==> src/rtl/pipeline_ctrl_pkg.sv <==
// Shared encodings for the pipeline stall/flush controller.
// Holds the FSM state type, operand constants and the wait-counter width helper.
package pipeline_ctrl_pkg;

    typedef enum logic {
        StRun     = 1'b0,
        StMemWait = 1'b1
    } state_e;

    localparam logic [1:0] MEMOP_NONE = 2'b00;
    localparam logic [4:0] REG_ZERO   = 5'd0;

    // Wait counter never needs to hold more than latency-2; keep at least one bit.
    function automatic int unsigned cnt_width(input int unsigned lat);
        return (lat > 2) ? $clog2(lat) : 1;
    endfunction

endpackage

==> src/rtl/pipeline_stall_ctrl_if.sv <==
// Hazard inputs from the pipeline registers and stall/flush controls back to the datapath.
// master = datapath side, slave = stall controller.
interface pipeline_stall_ctrl_if #(
    parameter int unsigned CNT_W = 32
);
    logic [4:0]       ID_Rs;
    logic [4:0]       ID_Rt;
    logic             ID_UsesRt;
    logic [1:0]       EX_MemRead;
    logic [4:0]       EX_Rd;
    logic [1:0]       MEM_MemRead;
    logic [1:0]       MEM_MemWrite;
    logic             MEM_Branch;
    logic             MEM_Zero;
    logic             MEM_Jump;

    logic             PCWrite;
    logic             IF_ID_Write;
    logic             ID_EX_Bubble;
    logic             IF_ID_Flush;
    logic             ID_EX_Flush;
    logic             EX_MEM_Flush;
    logic             Freeze;
    logic             Busy;
    logic [CNT_W-1:0] StallCount;
    logic [CNT_W-1:0] FlushCount;

    modport master (
        output ID_Rs, ID_Rt, ID_UsesRt, EX_MemRead, EX_Rd,
        output MEM_MemRead, MEM_MemWrite, MEM_Branch, MEM_Zero, MEM_Jump,
        input  PCWrite, IF_ID_Write, ID_EX_Bubble, IF_ID_Flush, ID_EX_Flush, EX_MEM_Flush,
        input  Freeze, Busy, StallCount, FlushCount
    );

    modport slave (
        input  ID_Rs, ID_Rt, ID_UsesRt, EX_MemRead, EX_Rd,
        input  MEM_MemRead, MEM_MemWrite, MEM_Branch, MEM_Zero, MEM_Jump,
        output PCWrite, IF_ID_Write, ID_EX_Bubble, IF_ID_Flush, ID_EX_Flush, EX_MEM_Flush,
        output Freeze, Busy, StallCount, FlushCount
    );

endinterface

==> src/rtl/hazard_detect.sv <==
// Load-use comparator: a load in EX whose destination is read by the instruction in ID.
// Register 0 is hardwired and never creates a dependency.
module hazard_detect
    import pipeline_ctrl_pkg::*;
(
    input  logic [4:0] id_rs_i,
    input  logic [4:0] id_rt_i,
    input  logic       id_uses_rt_i,
    input  logic [1:0] ex_mem_read_i,
    input  logic [4:0] ex_rd_i,
    output logic       load_use_o
);

    logic ex_is_load;
    logic rs_match;
    logic rt_match;

    always_comb begin
        ex_is_load = (ex_mem_read_i != MEMOP_NONE) && (ex_rd_i != REG_ZERO);
        rs_match   = (ex_rd_i == id_rs_i);
        rt_match   = id_uses_rt_i && (ex_rd_i == id_rt_i);
        load_use_o = ex_is_load && (rs_match || rt_match);
    end

endmodule

==> src/rtl/pipeline_stall_ctrl.sv <==
// Central stall/flush controller: freezes the pipe for multi-cycle MEM accesses, squashes on
// taken branches/jumps resolved in MEM, bubbles on load-use, and counts stall/flush events.
module pipeline_stall_ctrl
    import pipeline_ctrl_pkg::*;
#(
    parameter int unsigned MEM_LATENCY = 2,
    parameter int unsigned CNT_W       = 32
) (
    input logic                  Clk,
    input logic                  Rst,
    pipeline_stall_ctrl_if.slave bus
);

    localparam int unsigned CntW    = cnt_width(MEM_LATENCY);
    localparam bit          Freezes = (MEM_LATENCY > 1);
    localparam logic [CntW-1:0] CntLoad = CntW'((MEM_LATENCY >= 2) ? (MEM_LATENCY - 2) : 0);

    state_e           state_q, state_d;
    logic [CntW-1:0]  cnt_q, cnt_d;
    logic [CNT_W-1:0] stall_cnt_q, stall_cnt_d;
    logic [CNT_W-1:0] flush_cnt_q, flush_cnt_d;

    logic mem_acc;
    logic take;
    logic load_use;
    logic freeze;
    logic bubble;

    hazard_detect u_hazard_detect (
        .id_rs_i       (bus.ID_Rs),
        .id_rt_i       (bus.ID_Rt),
        .id_uses_rt_i  (bus.ID_UsesRt),
        .ex_mem_read_i (bus.EX_MemRead),
        .ex_rd_i       (bus.EX_Rd),
        .load_use_o    (load_use)
    );

    always_comb begin
        mem_acc = (bus.MEM_MemRead != MEMOP_NONE) || (bus.MEM_MemWrite != MEMOP_NONE);
        take    = bus.MEM_Jump || (bus.MEM_Branch && bus.MEM_Zero);
    end

    always_ff @(posedge Clk or posedge Rst) begin
        if (Rst) begin
            state_q     <= StRun;
            cnt_q       <= '0;
            stall_cnt_q <= '0;
            flush_cnt_q <= '0;
        end else begin
            state_q     <= state_d;
            cnt_q       <= cnt_d;
            stall_cnt_q <= stall_cnt_d;
            flush_cnt_q <= flush_cnt_d;
        end
    end

    // The release cycle of MEMWAIT lets the access leave MEM, so it cannot re-trigger.
    always_comb begin
        state_d = state_q;
        cnt_d   = cnt_q;
        unique case (state_q)
            StRun: begin
                if (mem_acc && Freezes) begin
                    state_d = StMemWait;
                    cnt_d   = CntLoad;
                end
            end
            StMemWait: begin
                if (cnt_q != '0) begin
                    cnt_d = cnt_q - 1'b1;
                end else begin
                    state_d = StRun;
                end
            end
        endcase
    end

    always_comb begin
        freeze           = (state_q == StRun) ? (mem_acc && Freezes) : (cnt_q != '0);
        bubble           = 1'b0;
        bus.PCWrite      = 1'b1;
        bus.IF_ID_Write  = 1'b1;
        bus.IF_ID_Flush  = 1'b0;
        bus.ID_EX_Flush  = 1'b0;
        bus.EX_MEM_Flush = 1'b0;
        if (Rst) begin
            freeze           = 1'b0;
            bus.PCWrite      = 1'b0;
            bus.IF_ID_Write  = 1'b0;
            bus.IF_ID_Flush  = 1'b1;
            bus.ID_EX_Flush  = 1'b1;
            bus.EX_MEM_Flush = 1'b1;
        end else if (freeze) begin
            bus.PCWrite     = 1'b0;
            bus.IF_ID_Write = 1'b0;
        end else if (take) begin
            // The squashed ID instruction makes any load-use hazard irrelevant.
            bus.IF_ID_Flush  = 1'b1;
            bus.ID_EX_Flush  = 1'b1;
            bus.EX_MEM_Flush = 1'b1;
        end else if (load_use) begin
            bus.PCWrite     = 1'b0;
            bus.IF_ID_Write = 1'b0;
            bubble          = 1'b1;
        end
        bus.ID_EX_Bubble = bubble;
        bus.Freeze       = freeze;
        bus.Busy         = (state_q != StRun) && !Rst;
        bus.StallCount   = stall_cnt_q;
        bus.FlushCount   = flush_cnt_q;
    end

    always_comb begin
        stall_cnt_d = stall_cnt_q + CNT_W'(freeze || bubble);
        flush_cnt_d = flush_cnt_q + CNT_W'(take && !freeze && !Rst);
    end

endmodule

==> src/flat_wrapper.sv <==
// flat-port wrapper written by rule: the top's interface ports become plain ports
module pipeline_stall_ctrl_flat import pipeline_ctrl_pkg::*;
#(
    parameter int unsigned MEM_LATENCY = 2,
    parameter int unsigned CNT_W       = 32
)
  (Clk, Rst, bus_ID_Rs, bus_ID_Rt, bus_ID_UsesRt, bus_EX_MemRead, bus_EX_Rd, bus_MEM_MemRead, bus_MEM_MemWrite, bus_MEM_Branch, bus_MEM_Zero, bus_MEM_Jump, bus_PCWrite, bus_IF_ID_Write, bus_ID_EX_Bubble, bus_IF_ID_Flush, bus_ID_EX_Flush, bus_EX_MEM_Flush, bus_Freeze, bus_Busy, bus_StallCount, bus_FlushCount);
  pipeline_stall_ctrl_if #(.CNT_W(CNT_W)) bus_i ();
  input logic Clk;
  input logic Rst;
  input wire logic [$bits(bus_i.ID_Rs)-1:0] bus_ID_Rs;
  input wire logic [$bits(bus_i.ID_Rt)-1:0] bus_ID_Rt;
  input wire logic [$bits(bus_i.ID_UsesRt)-1:0] bus_ID_UsesRt;
  input wire logic [$bits(bus_i.EX_MemRead)-1:0] bus_EX_MemRead;
  input wire logic [$bits(bus_i.EX_Rd)-1:0] bus_EX_Rd;
  input wire logic [$bits(bus_i.MEM_MemRead)-1:0] bus_MEM_MemRead;
  input wire logic [$bits(bus_i.MEM_MemWrite)-1:0] bus_MEM_MemWrite;
  input wire logic [$bits(bus_i.MEM_Branch)-1:0] bus_MEM_Branch;
  input wire logic [$bits(bus_i.MEM_Zero)-1:0] bus_MEM_Zero;
  input wire logic [$bits(bus_i.MEM_Jump)-1:0] bus_MEM_Jump;
  output wire logic [$bits(bus_i.PCWrite)-1:0] bus_PCWrite;
  output wire logic [$bits(bus_i.IF_ID_Write)-1:0] bus_IF_ID_Write;
  output wire logic [$bits(bus_i.ID_EX_Bubble)-1:0] bus_ID_EX_Bubble;
  output wire logic [$bits(bus_i.IF_ID_Flush)-1:0] bus_IF_ID_Flush;
  output wire logic [$bits(bus_i.ID_EX_Flush)-1:0] bus_ID_EX_Flush;
  output wire logic [$bits(bus_i.EX_MEM_Flush)-1:0] bus_EX_MEM_Flush;
  output wire logic [$bits(bus_i.Freeze)-1:0] bus_Freeze;
  output wire logic [$bits(bus_i.Busy)-1:0] bus_Busy;
  output wire logic [$bits(bus_i.StallCount)-1:0] bus_StallCount;
  output wire logic [$bits(bus_i.FlushCount)-1:0] bus_FlushCount;
  assign bus_i.ID_Rs = bus_ID_Rs;
  assign bus_i.ID_Rt = bus_ID_Rt;
  assign bus_i.ID_UsesRt = bus_ID_UsesRt;
  assign bus_i.EX_MemRead = bus_EX_MemRead;
  assign bus_i.EX_Rd = bus_EX_Rd;
  assign bus_i.MEM_MemRead = bus_MEM_MemRead;
  assign bus_i.MEM_MemWrite = bus_MEM_MemWrite;
  assign bus_i.MEM_Branch = bus_MEM_Branch;
  assign bus_i.MEM_Zero = bus_MEM_Zero;
  assign bus_i.MEM_Jump = bus_MEM_Jump;
  assign bus_PCWrite = bus_i.PCWrite;
  assign bus_IF_ID_Write = bus_i.IF_ID_Write;
  assign bus_ID_EX_Bubble = bus_i.ID_EX_Bubble;
  assign bus_IF_ID_Flush = bus_i.IF_ID_Flush;
  assign bus_ID_EX_Flush = bus_i.ID_EX_Flush;
  assign bus_EX_MEM_Flush = bus_i.EX_MEM_Flush;
  assign bus_Freeze = bus_i.Freeze;
  assign bus_Busy = bus_i.Busy;
  assign bus_StallCount = bus_i.StallCount;
  assign bus_FlushCount = bus_i.FlushCount;
  pipeline_stall_ctrl #(.MEM_LATENCY(MEM_LATENCY), .CNT_W(CNT_W)) u_core (.Clk(Clk), .Rst(Rst), .bus(bus_i));
endmodule
==> config.mk <==
export PLATFORM = sky130hd
export DESIGN_NAME = pipeline_stall_ctrl_flat
export DESIGN_NICKNAME = d
export VERILOG_FILES = /design/src/rtl/pipeline_ctrl_pkg.sv /design/src/rtl/pipeline_stall_ctrl_if.sv /design/src/rtl/hazard_detect.sv /design/src/rtl/pipeline_stall_ctrl.sv /design/src/flat_wrapper.sv
export SDC_FILE = /design/constraint.sdc
export NUM_CORES = 1
export LEC_CHECK = 0
export CAP_MARGIN = 0
export CORE_ASPECT_RATIO = 0.9
export CORE_MARGIN = 5
export CORE_UTILIZATION = 31
export DETAILED_ROUTE_END_ITERATION = 7
export PLACE_DENSITY = 0.62
export SLEW_MARGIN = 5
export SYNTH_ARGS = -nofsm -noshare
export SYNTH_HDL_FRONTEND = slang
export SYNTH_SLANG_ARGS = --single-unit
export TNS_END_PERCENT = 10
==> constraint.sdc <==
create_clock -name Clk -period 6.1 [get_ports Clk]
set_input_delay 1.83 -clock Clk [delete_from_list [all_inputs] [get_ports Clk]]
set_output_delay 1.83 -clock Clk [all_outputs]
set_load 0.02 [all_outputs]
==> metrics.csv, run 1 <==
metric,value,unit
status,"finished, final reports clean",
max_freq,173.2,MHz
vias,2367,
synth_ff_type,dfrtp_1,
required,4.27,ns
r2r_slack,3.55,ns
min_period,5.774,ns
cts.clk_slew.worst_paths,0.05,ns
ys_types,30,
antenna_found_initial,0,
total_power,1.240,mW
finalHoldViolations,0,
synth_edf_count,0,
final_cell_mix,"clkdlybuf4s50_1 (98), dfrtp_1 (65), xnor2_1 (52)",
leakagePower,1.942,nW
path_max_fanout,3,
fp-row-count,34,
clk_latency,0.32,ns
hpwl,5271,um
drt_drc_violations_left,0,
ant_nets,0,
grt_max_degree,66,
critPathArrivalTime,3.94,ns
synth_cells,267,
slew_headroom,44.75,%
clockBufferDepth,2,
synth_seq_cells,65,
nNetsFinal,403,
gr-usage-all-layers,12.39,%
fillers,914,
portBuffers,98,
max_stage_delay,0.67,ns
gp_congestion,0.7292,
ctsResizeCount,0,
wire_per_inst,14.12,um
setup_ws,0.3261,ns
critPathLaunchType,primary input,
hp-class,reg2reg,
ios,99,
ys_warn_count,0,
cts_tree,yes,
grt_pass1_wl,12300,um
finalCritPeriodShare,94.65,%
slew_violations,0,
regArea,1627,um^2
criticalPathCategory,in2out,
crit_buf_inv,2,
setup_viol,0,
die_w,116.0,um
pre_cts_ws,0.3289,ns
first_iter_violations,135,
critPathTopFamily,buffers and inverters,
drive_gt1_share,7.427,%
htreeDepth,3,
diodes,0,
synth_area_per_cell,11.74,um^2
seq_area_frac_synth,51.90,%
start_util,32.03,%
grt_pass1_vias,2567,
rsz0062_at_grt,no,
fin_skew,0.007245,ns
drt_first_pass_iters,3,
end_kind,primary output,
die_h,105.4,um
hp-start,u_core.bus.FlushCount[31]$_DFF_PP0_,
final.setup.tns,0,ns
core,9784,um^2
cts_setup_buffers,0,
cts_hold_buffers,0,
crit_path_start,bus_EX_Rd[3],
cap_violations,0,
clock-root-buffer,clkbuf_16,
final_common_cell,clkdlybuf4s50_1,
worst_slew_pin_slew,0.8287,ns
slowest_stage,clkdlybuf4s50_1,
stdcell_area,4552,um^2
avgViaCountPerCell,4.706,
drt-total-wl,7101,um
multi_input_area,1459,um^2
r2r_start,u_core.state_q$_DFF_PP0_,
powerDensity,272.5,nW/um^2
synth_nets,298,
ir_drop,0.1735,mV
gr-total-overflow,0,
cts_sinks,65,
area_growth,45.23,%
cp_cell_sequence,"clkdlybuf4s50_1, xor2_1, nor4_1, a32oi_1, nor4_1, clkdlybuf4s50_1",
async_reset_ff_share,100.0,%
syn_area,3134,um^2
fp.dieArea,12220,um^2
cts_made_buffers,9,
holdWs,0.4720,ns
placed_area,4254,um^2
per-layer routing:
layer / up-vias / wire length, um / global-route usage, %
met5: - / 0 / 0
met1: 1154 / 3253 / 16.12
li1: 1146 / - / -
met4: 0 / 68 / 4.225
met2: 60 / 3336 / 19.64
met3: 7 / 442 / 3.668
state kept, by name, indices dropped and copies added, names as in the netlist:
signal / count
u_core.bus.FlushCount: 32
u_core.state_q: 1
u_core.bus.StallCount: 32
cells by family after synthesis:
logic type | synth area share [%]
flops | 51.90
simple gates | 24.03
xor+xnor | 19.56
buf+inv | 1.557
compound gates | 1.357
fa+ha+maj | 1.597
cells in the mapped netlist, drive strengths merged, types with 5 or more instances:
cell | instances | area [um^2]
inv | 5 | 18.77
nor2 | 11 | 41.29
and3 | 7 | 43.79
nor4 | 9 | 131.4
and2 | 5 | 31.28
xnor2 | 52 | 455.4
and4 | 7 | 61.31
xor2 | 18 | 157.7
dfrtp | 65 | 1627
nand3 | 25 | 135.1
nand4 | 19 | 163.9
nand2 | 21 | 78.83
cell type report:
cell class / count / area share [%]
Sequential cell: 65 / 35.73
Multi-Input combinational cell: 192 / 32.05
Timing Repair Buffer: 99 / 21.72
Clock buffer: 11 / 5.333
Tap cell: 126 / 3.463
Clock inverter: 5 / 1.209
Inverter: 5 / 0.4948
where the power goes:
| group | internal [mW] | leakage (nW) | switching [mW] |
|---|---|---|---|
| clock | 0.326 | 0.142 | 0.182 |
| combinational | 0.107 | 0.918 | 0.108 |
| sequential | 0.467 | 0.883 | 0.0497 |
| total | 0.900 | 1.94 | 0.340 |
worst paths after layout:
path	end	cells past startpoint
max	bus_ID_EX_Bubble	6
min	u_core.bus.FlushCount[31]$_DFF_PP0_	1
max reg2reg	u_core.bus.StallCount[24]$_DFF_PP0_	9
min reg2reg	u_core.bus.FlushCount[31]$_DFF_PP0_	1
max in group asynchronous	u_core.bus.StallCount[28]$_DFF_PP0_	3
min in group asynchronous	u_core.state_q$_DFF_PP0_	3
stage by stage:
step	util, %	instances
finish	46.52	503
detailed placement	43.48	487
global route	46.52	503
global placement	43.48	487
CTS	46.52	503
floorplan	-	267
No activity file was read; power rests on OpenSTA's default activity.
==> run 2: changes to the inputs <==
--- a/config.mk
+++ b/config.mk
@@ -8,9 +8,9 @@
 export CAP_MARGIN = 0
 export CORE_ASPECT_RATIO = 0.9
 export CORE_MARGIN = 5
-export CORE_UTILIZATION = 31
+export CORE_UTILIZATION = 46
 export DETAILED_ROUTE_END_ITERATION = 7
-export PLACE_DENSITY = 0.62
+export PLACE_DENSITY = 0.84
 export SLEW_MARGIN = 5
 export SYNTH_ARGS = -nofsm -noshare
 export SYNTH_HDL_FRONTEND = slang
==> constraint.sdc (replaced) <==
create_clock -name Clk -period 6.4 [get_ports Clk]
set_input_delay 1.92 -clock Clk [delete_from_list [all_inputs] [get_ports Clk]]
set_output_delay 1.92 -clock Clk [all_outputs]
set_load 0.02 [all_outputs]
==> metrics.csv, run 2 (same netlist as run 1, synthesis figures left out) <==
metric,value,unit
fp-row-count,28,
clockBufferDepth,2,
finalHoldViolations,0,
leakagePower,1.916,nW
combPwrFrac,19.3,%
status,"finished, final reports clean",
critPathTopFamily,buffers and inverters,
drt_drc_violations_left,0,
final.setup.tns,0,ns
fp.dieArea,8567,um^2
grt_pass1_wl,12150,um
wire_per_inst,14.78,um
die_w,97.01,um
core,6621,um^2
drt_first_pass_iters,4,
powerDensity,241.5,nW/um^2
fillers,491,
cts_made_buffers,9,
portBuffers,98,
final_cell_mix,"clkdlybuf4s50_1 (98), dfrtp_1 (65), xnor2_1 (52)",
placed_cells,452,
clk_latency,0.33,ns
clkPwrFrac,34.8,%
first_iter_violations,54,
gr-usage-all-layers,17.40,%
min_period,6.038,ns
cts_hold_buffers,0,
max_freq,165.6,MHz
die_h,88.31,um
ir_drop,0.2036,mV
slowest_stage,clkdlybuf4s50_1,
gp_congestion,0.8233,
drive_gt1_share,7.162,%
cap_violations,0,
antenna_found_initial,0,
criticalPathCategory,in2out,
clock-root-buffer,clkbuf_8,
slew_headroom,62.53,%
cts_tree,yes,
switchingPower,292.7,uW
nNetsFinal,404,
grt_max_degree,34,
cp_cell_sequence,"clkdlybuf4s50_1, xor2_1, nor4_1, a32oi_1, nor4_1, clkdlybuf4s50_1",
setup_viol,0,
ctsResizeCount,0,
placed_area,4213,um^2
fin_skew,0.008721,ns
path_max_fanout,3,
diodes,0,
stdcell_area,4423,um^2
ant_nets,0,
hp-class,reg2reg,
required,4.48,ns
holdWs,0.4701,ns
netSwitchingFraction,27.40,%
critPathArrivalTime,4.12,ns
finalCritPeriodShare,94.34,%
rsz0062_at_grt,no,
crit_buf_inv,2,
cts_sinks,65,
final_common_cell,clkdlybuf4s50_1,
gr-total-overflow,0,
vias,2439,
seqPwrFrac,45.9,%
hpwl,5282,um
max_stage_delay,0.67,ns
worst_slew_pin_slew,0.5578,ns
stdcell_count,467,
p_int,775.5,uW
drt-total-wl,6904,um
htreeDepth,3,
avgViaCountPerCell,5.223,
area_growth,41.12,%
grt_pass1_vias,2605,
ios,99,
start_util,47.34,%
slew_violations,0,
critPathLaunchType,primary input,
end_kind,primary output,
cts.clk_slew.worst_paths,0.07,ns
cts_setup_buffers,0,
## run 2: changes by cell type in the layout (fill, tap and decap cells not counted), sizes merged
cell,previous run,this run
clkbuf,11,12
bufinv,1,2
clkinvlp,3,0
clkinv,2,1
buf,1,2
inv,4,5
## run 2: path summary, 6_finish.rpt
kind	depth (start not counted)	end	startpoint	slack (ns)
setup / recovery	6	bus_ID_EX_Bubble	bus_EX_Rd[2]	0.36
hold / removal	1	u_core.bus.FlushCount[31]$_DFF_PP0_	u_core.bus.FlushCount[31]$_DFF_PP0_	0.47
setup reg to reg	9	u_core.bus.StallCount[24]$_DFF_PP0_	u_core.state_q$_DFF_PP0_	3.90
hold reg to reg	1	u_core.bus.FlushCount[31]$_DFF_PP0_	u_core.bus.FlushCount[31]$_DFF_PP0_	0.47
max in group asynchronous	3	u_core.bus.FlushCount[27]$_DFF_PP0_	Rst	3.89
min in group asynchronous	3	u_core.bus.StallCount[10]$_DFF_PP0_	Rst	2.19
## run 2: cell type report
cell class / instances / area (um^2) / share of cell area [%]
Multi-Input combinational cell: 192 / 1459 / 32.98
Clock inverter: 3 / 65.06 / 1.471
Clock buffer: 12 / 145.1 / 3.281
Timing Repair Buffer: 100 / 996.0 / 22.52
Tap cell: 90 / 112.6 / 2.546
Inverter: 5 / 18.77 / 0.4243
Sequential cell: 65 / 1627 / 36.78
## run 2: routing by layer
| metal | part of all wire, % | track usage (%) |
|---|---|---|
| met1 | 44 | 21.66 |
| met2 | 48 | 28.70 |
| met3 | 7.3 | 5.516 |
| met4 | 1.4 | 6.888 |
| met5 | 0 | 0 |
## run 2: per-stage QoR
stage	total power, mW	utilization [%]	setup slack [ns]
5_1_grt	1.116	66.80	0.1565
6_report	1.068	66.80	0.3621
3_3_place_gp	0.6992	63.62	0.5244
4_1_cts	1.082	66.80	0.3860
2_1_floorplan	0.5925	-	0.001487
3_5_place_dp	0.7046	63.62	0.4081
## run 2: worst reg2reg max path, delay by kind of cell, from the launching register on
kind                     cells  cell delay [ns]
flip-flops                   1             0.37
XOR/XNOR                     1             0.16
adder cells (fa/ha/maj)      2             0.51
AND/OR/NAND/NOR              5             1.25
AO/OA/AOI/OAI                1             0.10
## run 2: power by group through the flow
| stage | clock network (mW) | registers, mW | logic (mW) |
|---|---|---|---|
| global placement | 0 | 0.496 | 0.203 |
| CTS | 0.383 | 0.490 | 0.209 |
| detailed placement | 0 | 0.496 | 0.208 |
| finish | 0.372 | 0.490 | 0.206 |
| global route | 0.397 | 0.497 | 0.222 |
| floorplan | 0 | 0.531 | 0.0619 |
